## config.mk

```make
export PLATFORM = sky130hd
export DESIGN_NAME = rename_register_file_flat
export DESIGN_NICKNAME = d
export VERILOG_FILES = /design/src/rtl/rename_register_file_if.sv /design/src/rtl/rename_register_file.sv /design/src/flat_wrapper.sv
export SDC_FILE = /design/constraint.sdc
export NUM_CORES = 2
export LEC_CHECK = 0
export BUFFER_PORTS_ARGS = -buffer_cell sky130_fd_sc_hd__buf_2
export CAP_MARGIN = 20
export CORE_AREA = 4 4 314 440
export DETAILED_ROUTE_END_ITERATION = 7
export DIE_AREA = 0 0 318 444
export GPL_ROUTABILITY_DRIVEN = 0
export PLACE_DENSITY = 0.68
export SLEW_MARGIN = 20
export SYNTH_ARGS = -nofsm -noshare
export SYNTH_HDL_FRONTEND = slang
export SYNTH_SLANG_ARGS = --single-unit
```

## constraint.sdc

```tcl
create_clock -name clk_in -period 3.45 [get_ports clk_in]
set_clock_uncertainty 0.1 [all_clocks]
set_input_delay 0.1725 -clock clk_in [delete_from_list [all_inputs] [get_ports clk_in]]
set_output_delay 0.1725 -clock clk_in [all_outputs]
set_load 0.01 [all_outputs]
```

## src/rtl/rename_register_file_if.sv

```systemverilog
// Operand-query and rename/commit bus between the core and the rename register file.
interface rename_register_file_if #(
   parameter int ROB_ID_W = 5,
   parameter int XLEN     = 32
);
   logic                _clear;
   logic                _rf_launch_ready;
   logic [ROB_ID_W-1:0] _rf_launch_rob_id;
   logic [4:0]          _rf_launch_register_id;
   logic                _rf_commit_ready;
   logic [ROB_ID_W-1:0] _rf_commit_rob_id;
   logic [4:0]          _rf_commit_register_id;
   logic [XLEN-1:0]     _rf_commit_value;
   logic [4:0]          _query_reg_1;
   logic [4:0]          _query_reg_2;
   logic                _query_busy_1;
   logic                _query_busy_2;
   logic [ROB_ID_W-1:0] _query_tag_1;
   logic [ROB_ID_W-1:0] _query_tag_2;
   logic [XLEN-1:0]     _query_value_1;
   logic [XLEN-1:0]     _query_value_2;

   modport master (
      output _clear, _rf_launch_ready, _rf_launch_rob_id, _rf_launch_register_id,
             _rf_commit_ready, _rf_commit_rob_id, _rf_commit_register_id, _rf_commit_value,
             _query_reg_1, _query_reg_2,
      input  _query_busy_1, _query_busy_2, _query_tag_1, _query_tag_2,
             _query_value_1, _query_value_2
   );

   modport slave (
      input  _clear, _rf_launch_ready, _rf_launch_rob_id, _rf_launch_register_id,
             _rf_commit_ready, _rf_commit_rob_id, _rf_commit_register_id, _rf_commit_value,
             _query_reg_1, _query_reg_2,
      output _query_busy_1, _query_busy_2, _query_tag_1, _query_tag_2,
             _query_value_1, _query_value_2
   );
endinterface

```

## src/rtl/rename_register_file.sv

```systemverilog
// Architectural register file with per-register rename tags. Launches mark a
// register busy under a ROB tag, commits write values and release the register
// only when the committing tag still owns it. Two combinational operand queries
// forward a same-cycle commit.
module rename_register_file #(
   parameter int ROB_ID_W = 5,
   parameter int XLEN     = 32
) (
   input  logic                   clk_in,
   input  logic                   rst_in,
   input  logic                   rdy_in,
   rename_register_file_if.slave  rf
);
   logic [XLEN-1:0]     regs [0:31];
   logic [ROB_ID_W-1:0] tags [0:31];
   logic [31:0]         busy;

   logic launch_we;
   logic commit_we;
   logic commit_release;
   logic match_1;
   logic match_2;

   // Decode which launch/commit actions are live this cycle.
   always_comb begin
      launch_we      = rdy_in && rf._rf_launch_ready && !rf._clear &&
                       (rf._rf_launch_register_id != 5'd0);
      commit_we      = rdy_in && rf._rf_commit_ready &&
                       (rf._rf_commit_register_id != 5'd0);
      // A younger launch to the same register keeps it busy under the new tag.
      commit_release = commit_we && busy[rf._rf_commit_register_id] &&
                       (tags[rf._rf_commit_register_id] == rf._rf_commit_rob_id) &&
                       !(launch_we && (rf._rf_launch_register_id == rf._rf_commit_register_id));
   end

   // Register values, busy flags and rename tags; clear drops all rename state.
   always_ff @(posedge clk_in or negedge rst_in) begin
      if (!rst_in) begin
         busy <= 32'd0;
         for (int i = 0; i < 32; i++) begin
            regs[i] <= '0;
            tags[i] <= '0;
         end
      end else if (rdy_in) begin
         if (commit_we) begin
            regs[rf._rf_commit_register_id] <= rf._rf_commit_value;
         end
         if (rf._clear) begin
            busy <= 32'd0;
            for (int i = 0; i < 32; i++) begin
               tags[i] <= '0;
            end
         end else begin
            if (launch_we) begin
               busy[rf._rf_launch_register_id] <= 1'b1;
               tags[rf._rf_launch_register_id] <= rf._rf_launch_rob_id;
            end
            if (commit_release) begin
               busy[rf._rf_commit_register_id] <= 1'b0;
            end
         end
      end
   end

   // Operand queries: pre-launch state, with a same-cycle matching commit forwarded.
   always_comb begin
      match_1 = rdy_in && rf._rf_commit_ready && (rf._query_reg_1 != 5'd0) &&
                (rf._rf_commit_register_id == rf._query_reg_1) &&
                busy[rf._query_reg_1] && (tags[rf._query_reg_1] == rf._rf_commit_rob_id);
      match_2 = rdy_in && rf._rf_commit_ready && (rf._query_reg_2 != 5'd0) &&
                (rf._rf_commit_register_id == rf._query_reg_2) &&
                busy[rf._query_reg_2] && (tags[rf._query_reg_2] == rf._rf_commit_rob_id);
      if (rf._query_reg_1 == 5'd0) begin
         rf._query_busy_1  = 1'b0;
         rf._query_tag_1   = '0;
         rf._query_value_1 = '0;
      end else begin
         rf._query_busy_1  = busy[rf._query_reg_1] && !match_1;
         rf._query_tag_1   = tags[rf._query_reg_1];
         rf._query_value_1 = match_1 ? rf._rf_commit_value : regs[rf._query_reg_1];
      end
      if (rf._query_reg_2 == 5'd0) begin
         rf._query_busy_2  = 1'b0;
         rf._query_tag_2   = '0;
         rf._query_value_2 = '0;
      end else begin
         rf._query_busy_2  = busy[rf._query_reg_2] && !match_2;
         rf._query_tag_2   = tags[rf._query_reg_2];
         rf._query_value_2 = match_2 ? rf._rf_commit_value : regs[rf._query_reg_2];
      end
   end
endmodule

```

## src/flat_wrapper.sv

```systemverilog
// flat-port wrapper written by rule: the top's interface ports become plain ports
module rename_register_file_flat 
#(
   parameter int ROB_ID_W = 5,
   parameter int XLEN     = 32
)
  (clk_in, rst_in, rdy_in, rf__clear, rf__rf_launch_ready, rf__rf_launch_rob_id, rf__rf_launch_register_id, rf__rf_commit_ready, rf__rf_commit_rob_id, rf__rf_commit_register_id, rf__rf_commit_value, rf__query_reg_1, rf__query_reg_2, rf__query_busy_1, rf__query_busy_2, rf__query_tag_1, rf__query_tag_2, rf__query_value_1, rf__query_value_2);
  rename_register_file_if #(.ROB_ID_W(ROB_ID_W), .XLEN(XLEN)) rf_i ();
  input  logic clk_in;
  input  logic rst_in;
  input  logic rdy_in;
  input wire logic [$bits(rf_i._clear)-1:0] rf__clear;
  input wire logic [$bits(rf_i._rf_launch_ready)-1:0] rf__rf_launch_ready;
  input wire logic [$bits(rf_i._rf_launch_rob_id)-1:0] rf__rf_launch_rob_id;
  input wire logic [$bits(rf_i._rf_launch_register_id)-1:0] rf__rf_launch_register_id;
  input wire logic [$bits(rf_i._rf_commit_ready)-1:0] rf__rf_commit_ready;
  input wire logic [$bits(rf_i._rf_commit_rob_id)-1:0] rf__rf_commit_rob_id;
  input wire logic [$bits(rf_i._rf_commit_register_id)-1:0] rf__rf_commit_register_id;
  input wire logic [$bits(rf_i._rf_commit_value)-1:0] rf__rf_commit_value;
  input wire logic [$bits(rf_i._query_reg_1)-1:0] rf__query_reg_1;
  input wire logic [$bits(rf_i._query_reg_2)-1:0] rf__query_reg_2;
  output wire logic [$bits(rf_i._query_busy_1)-1:0] rf__query_busy_1;
  output wire logic [$bits(rf_i._query_busy_2)-1:0] rf__query_busy_2;
  output wire logic [$bits(rf_i._query_tag_1)-1:0] rf__query_tag_1;
  output wire logic [$bits(rf_i._query_tag_2)-1:0] rf__query_tag_2;
  output wire logic [$bits(rf_i._query_value_1)-1:0] rf__query_value_1;
  output wire logic [$bits(rf_i._query_value_2)-1:0] rf__query_value_2;
  assign rf_i._clear = rf__clear;
  assign rf_i._rf_launch_ready = rf__rf_launch_ready;
  assign rf_i._rf_launch_rob_id = rf__rf_launch_rob_id;
  assign rf_i._rf_launch_register_id = rf__rf_launch_register_id;
  assign rf_i._rf_commit_ready = rf__rf_commit_ready;
  assign rf_i._rf_commit_rob_id = rf__rf_commit_rob_id;
  assign rf_i._rf_commit_register_id = rf__rf_commit_register_id;
  assign rf_i._rf_commit_value = rf__rf_commit_value;
  assign rf_i._query_reg_1 = rf__query_reg_1;
  assign rf_i._query_reg_2 = rf__query_reg_2;
  assign rf__query_busy_1 = rf_i._query_busy_1;
  assign rf__query_busy_2 = rf_i._query_busy_2;
  assign rf__query_tag_1 = rf_i._query_tag_1;
  assign rf__query_tag_2 = rf_i._query_tag_2;
  assign rf__query_value_1 = rf_i._query_value_1;
  assign rf__query_value_2 = rf_i._query_value_2;
  rename_register_file #(.ROB_ID_W(ROB_ID_W), .XLEN(XLEN)) u_core (.clk_in(clk_in), .rst_in(rst_in), .rdy_in(rdy_in), .rf(rf_i));
endmodule
```

==> results.cfg <==
[run_status]
run_status = finished with violations
violations = negative setup slack

[timing]
fin_setup_tns_ps = -39890
final_hold_viol_count = 0
hold_ws_ps = 52.4
fin_crit_ps = 4190
setup_slack_ps = -744
drv_slew = 0
rsz0062_at_grt = yes
fmax_ghz = 0.238
period_share_pct = 122
slew-limit-headroom_pct = 29.2
worst_pin_slew_ps = 1060
setup_viol = 66

[clocking]
cts_sinks = 1216
cts_inserted_buffers = 119
htreeDepth = 3
clock_path_buffers = 3
worstSkewPairLatency_ps = 760
cts_tree = yes
clk_pin_slew_worst_paths_ps = 70
cts_root_buf = clkbuf_16

[layout]
layout-drive-gt1-share_pct = 51.5
nFillCells = 10168
syn2layout_area_growth_pct = 14.9
multi_input_area_um2 = 37500
fin_nets = 4947
final-seq-area_um2 = 30400

[grt]
grt_start_max_net_pins = 188
overflow = 0
grt_pass1_wl_mm = 344
antenna_found_initial = 2
grt_pass1_vias = 49740
grt.total_usage_pct = 33.0

[floorplan]
initial_utilization_pct = 51.8
fp-row-count = 159
die-area_um2 = 141000
die_height_um = 444
die_x_um = 318
core_area_um2 = 134000
io_pins = 144

[min_path]
hold_class = in -> reg

[route]
drtAntennaViolNets = 0
wirelength_mm = 234
wl_per_cell_um = 34.7
num_vias = 47702
via_per_inst = 7.07
drtPass1Iterations = 7
drc = 0
drt_iter0_drc = 5489

[synth]
synth_edf_count = 0
synthMuxAreaShare_pct = 44.3
synth_compound_area_share_pct = 4.38
synth_top_family_by_area = multiplexers
syn_nets = 4839
avgSynthCellArea_um2 = 14.5
synth_cells = 4771
synthArstFlopShare_pct = 100
ys.flop_type = dfrtp_1
synthSimpleGateAreaFrac_pct = 3.69
synth_warnings = 0
syn_area_um2 = 69400
ys_seq_area_share_pct = 43.9
synth.distinct_cells = 57
synthXorXnorAreaFrac_pct = 0.366
synthAdderAreaFrac_pct = 0
ys_ff_latch = 1216

[place]
portBuffers = 143
dp_hpwl_mm = 138

[worst_setup_path]
crit_type = reg -> out
crit_path_end_kind = output port
r2r_slack_ps = 230
path_max_fanout = 5
cp_data_required_time_ps = 3180
worstSetupStartpointType = register
cp.arrival_ps = 3920

[power_and_ir_drop]
power_mw = 38.8
peakVddDrop_mv = 0.454
cellPowerDensity_nw_per_um2 = 486
leakage_nw = 35.6

[flow_run]
max_cap_viol_count = 0
[cells in the mapped netlist, types with 6 or more instances]
master	n	area share [%]
nand2_1	281	1.5
nor2_1	63	0.34
nor3_1	24	0.17
nand4bb_1	6	0.097
o22ai_1	52	0.47
xnor2_1	8	0.10
o311a_1	32	0.46
mux2i_1	318	4.6
and2_1	20	0.18
nand3_1	9	0.065
o2bb2ai_1	155	2.0
dfrtp_1	1216	44
buf_4	12	0.13
a41o_1	26	0.38
nor3_2	20	0.29
clkbuf_1	380	2.1
buf_2	130	0.94
a21oi_1	59	0.43
mux2_2	1000	16
mux4_2	723	23
nor4_1	49	0.44
a2bb2oi_1	9	0.11
nand2b_1	6	0.054
nor2b_1	15	0.14
xor2_1	21	0.27
o21ai_0	8	0.058
buf_1	34	0.18
a221oi_1	6	0.076
[final timing paths]
kind | startpoint | end | depth (start not counted)
min in group asynchronous | rst_in | u_core.tags[123] | 3
min | rf__rf_commit_value[3] | u_core.regs[867] | 2
max reg2reg | u_core.tags[9] | u_core.busy[31] | 16
min reg2reg | u_core.regs[1002] | u_core.regs[1002] | 0
max | u_core.tags[83] | rf__query_value_1[30] | 10
max in group asynchronous | rst_in | u_core.regs[21] | 4
[layer usage]
layer / part of all wire [%] / global-route usage [%] / vias to the layer above
li1: - / - / 18842
met1: 36 / 41.8 / 25458
met2: 47 / 52.1 / 2607
met3: 9.1 / 7.50 / 795
met4: 7.2 / 20.1 / 0
met5: 0 / 0 / -
[logic make-up after synthesis]
group,count (synthesis)
flops,1216
mux,2041
buf+inv,569
compound gates,386
simple gates,530
xor+xnor,29
[what timing repair did]
action	in CTS	in global routing
buffers inserted	9	13
cloned	7	1
hold endpoints to repair	2020	0
setup endpoints to repair	66	67
resized for setup	106	57
hold buffers	39	0
pin swaps	59	20
[cells in the final DEF, fill, tap and decap left out, drive strengths merged, types with 6 or more instances in the layout]
cell / synthesis / routed
dfrtp: 1216 / 1216
a221oi: 6 / 6
nor2: 63 / 63
o311a: 32 / 32
xor2: 21 / 21
bufinv: 0 / 15
mux2: 1000 / 1000
buf: 180 / 509
nand4bb: 6 / 6
a41o: 26 / 26
a21oi: 59 / 59
nor2b: 15 / 15
dlygate4sd3: 0 / 37
o21ai: 12 / 12
nor4: 49 / 49
o2bb2ai: 155 / 155
and2: 22 / 22
nor3: 44 / 44
mux2i: 318 / 318
nand2: 281 / 281
o22ai: 52 / 52
nand3: 9 / 9
xnor2: 8 / 8
clkinv: 2 / 30
nand2b: 6 / 6
a2bb2oi: 9 / 9
inv: 7 / 9
clkbuf: 380 / 170
mux4: 723 / 723
[area by class of cell]
cell class / count / share of cell area (%)
tap: 1771 / 2.78
clock inverter: 48 / 0.877
inverter: 9 / 0.0518
timing repair buffer: 547 / 6.80
antenna: 2 / 0.00628
sequential: 1216 / 38.2
clock buffer: 169 / 4.31
multi-input combinational: 2986 / 47.0
[where the power goes]
group / switching [mW] / total [mW] / internal, mW
registers: 1.30 / 17.2 / 15.9
logic: 3.35 / 7.52 / 4.17
clock network: 5.95 / 14.0 / 8.04
total: 10.6 / 38.8 / 28.2
[metrics by stage]
stage | cell area [um^2] | setup WS (ps) | instances | util (%)
after floorplan | 69400 | 360 | 4771 | -
after global routing | 79700 | -828 | 6747 | 59.5
after CTS | 79300 | -735 | 6736 | 59.2
after global placement | 74000 | -210 | 6466 | 55.3
after detailed placement | 74000 | -186 | 6466 | 55.3
final | 79700 | -744 | 6748 | 59.5
[state kept, by name, summed over array words and instances (netlist names)]
signal	flops
u_core.regs	1024
u_core.busy	32
u_core.tags	160
[worst max-delay path, stage by stage (launching register included)]
cell     delay [ps]
dfrtp_1         400
mux4_2          490
mux4_2          590
o22ai_4         210
xor2_1          170
nand4_1         150
buf_12          210
buf_16          180
o311a_1         350
nor3_1          190
buf_4           220
Note: power is estimated with default switching activity, not from simulation.
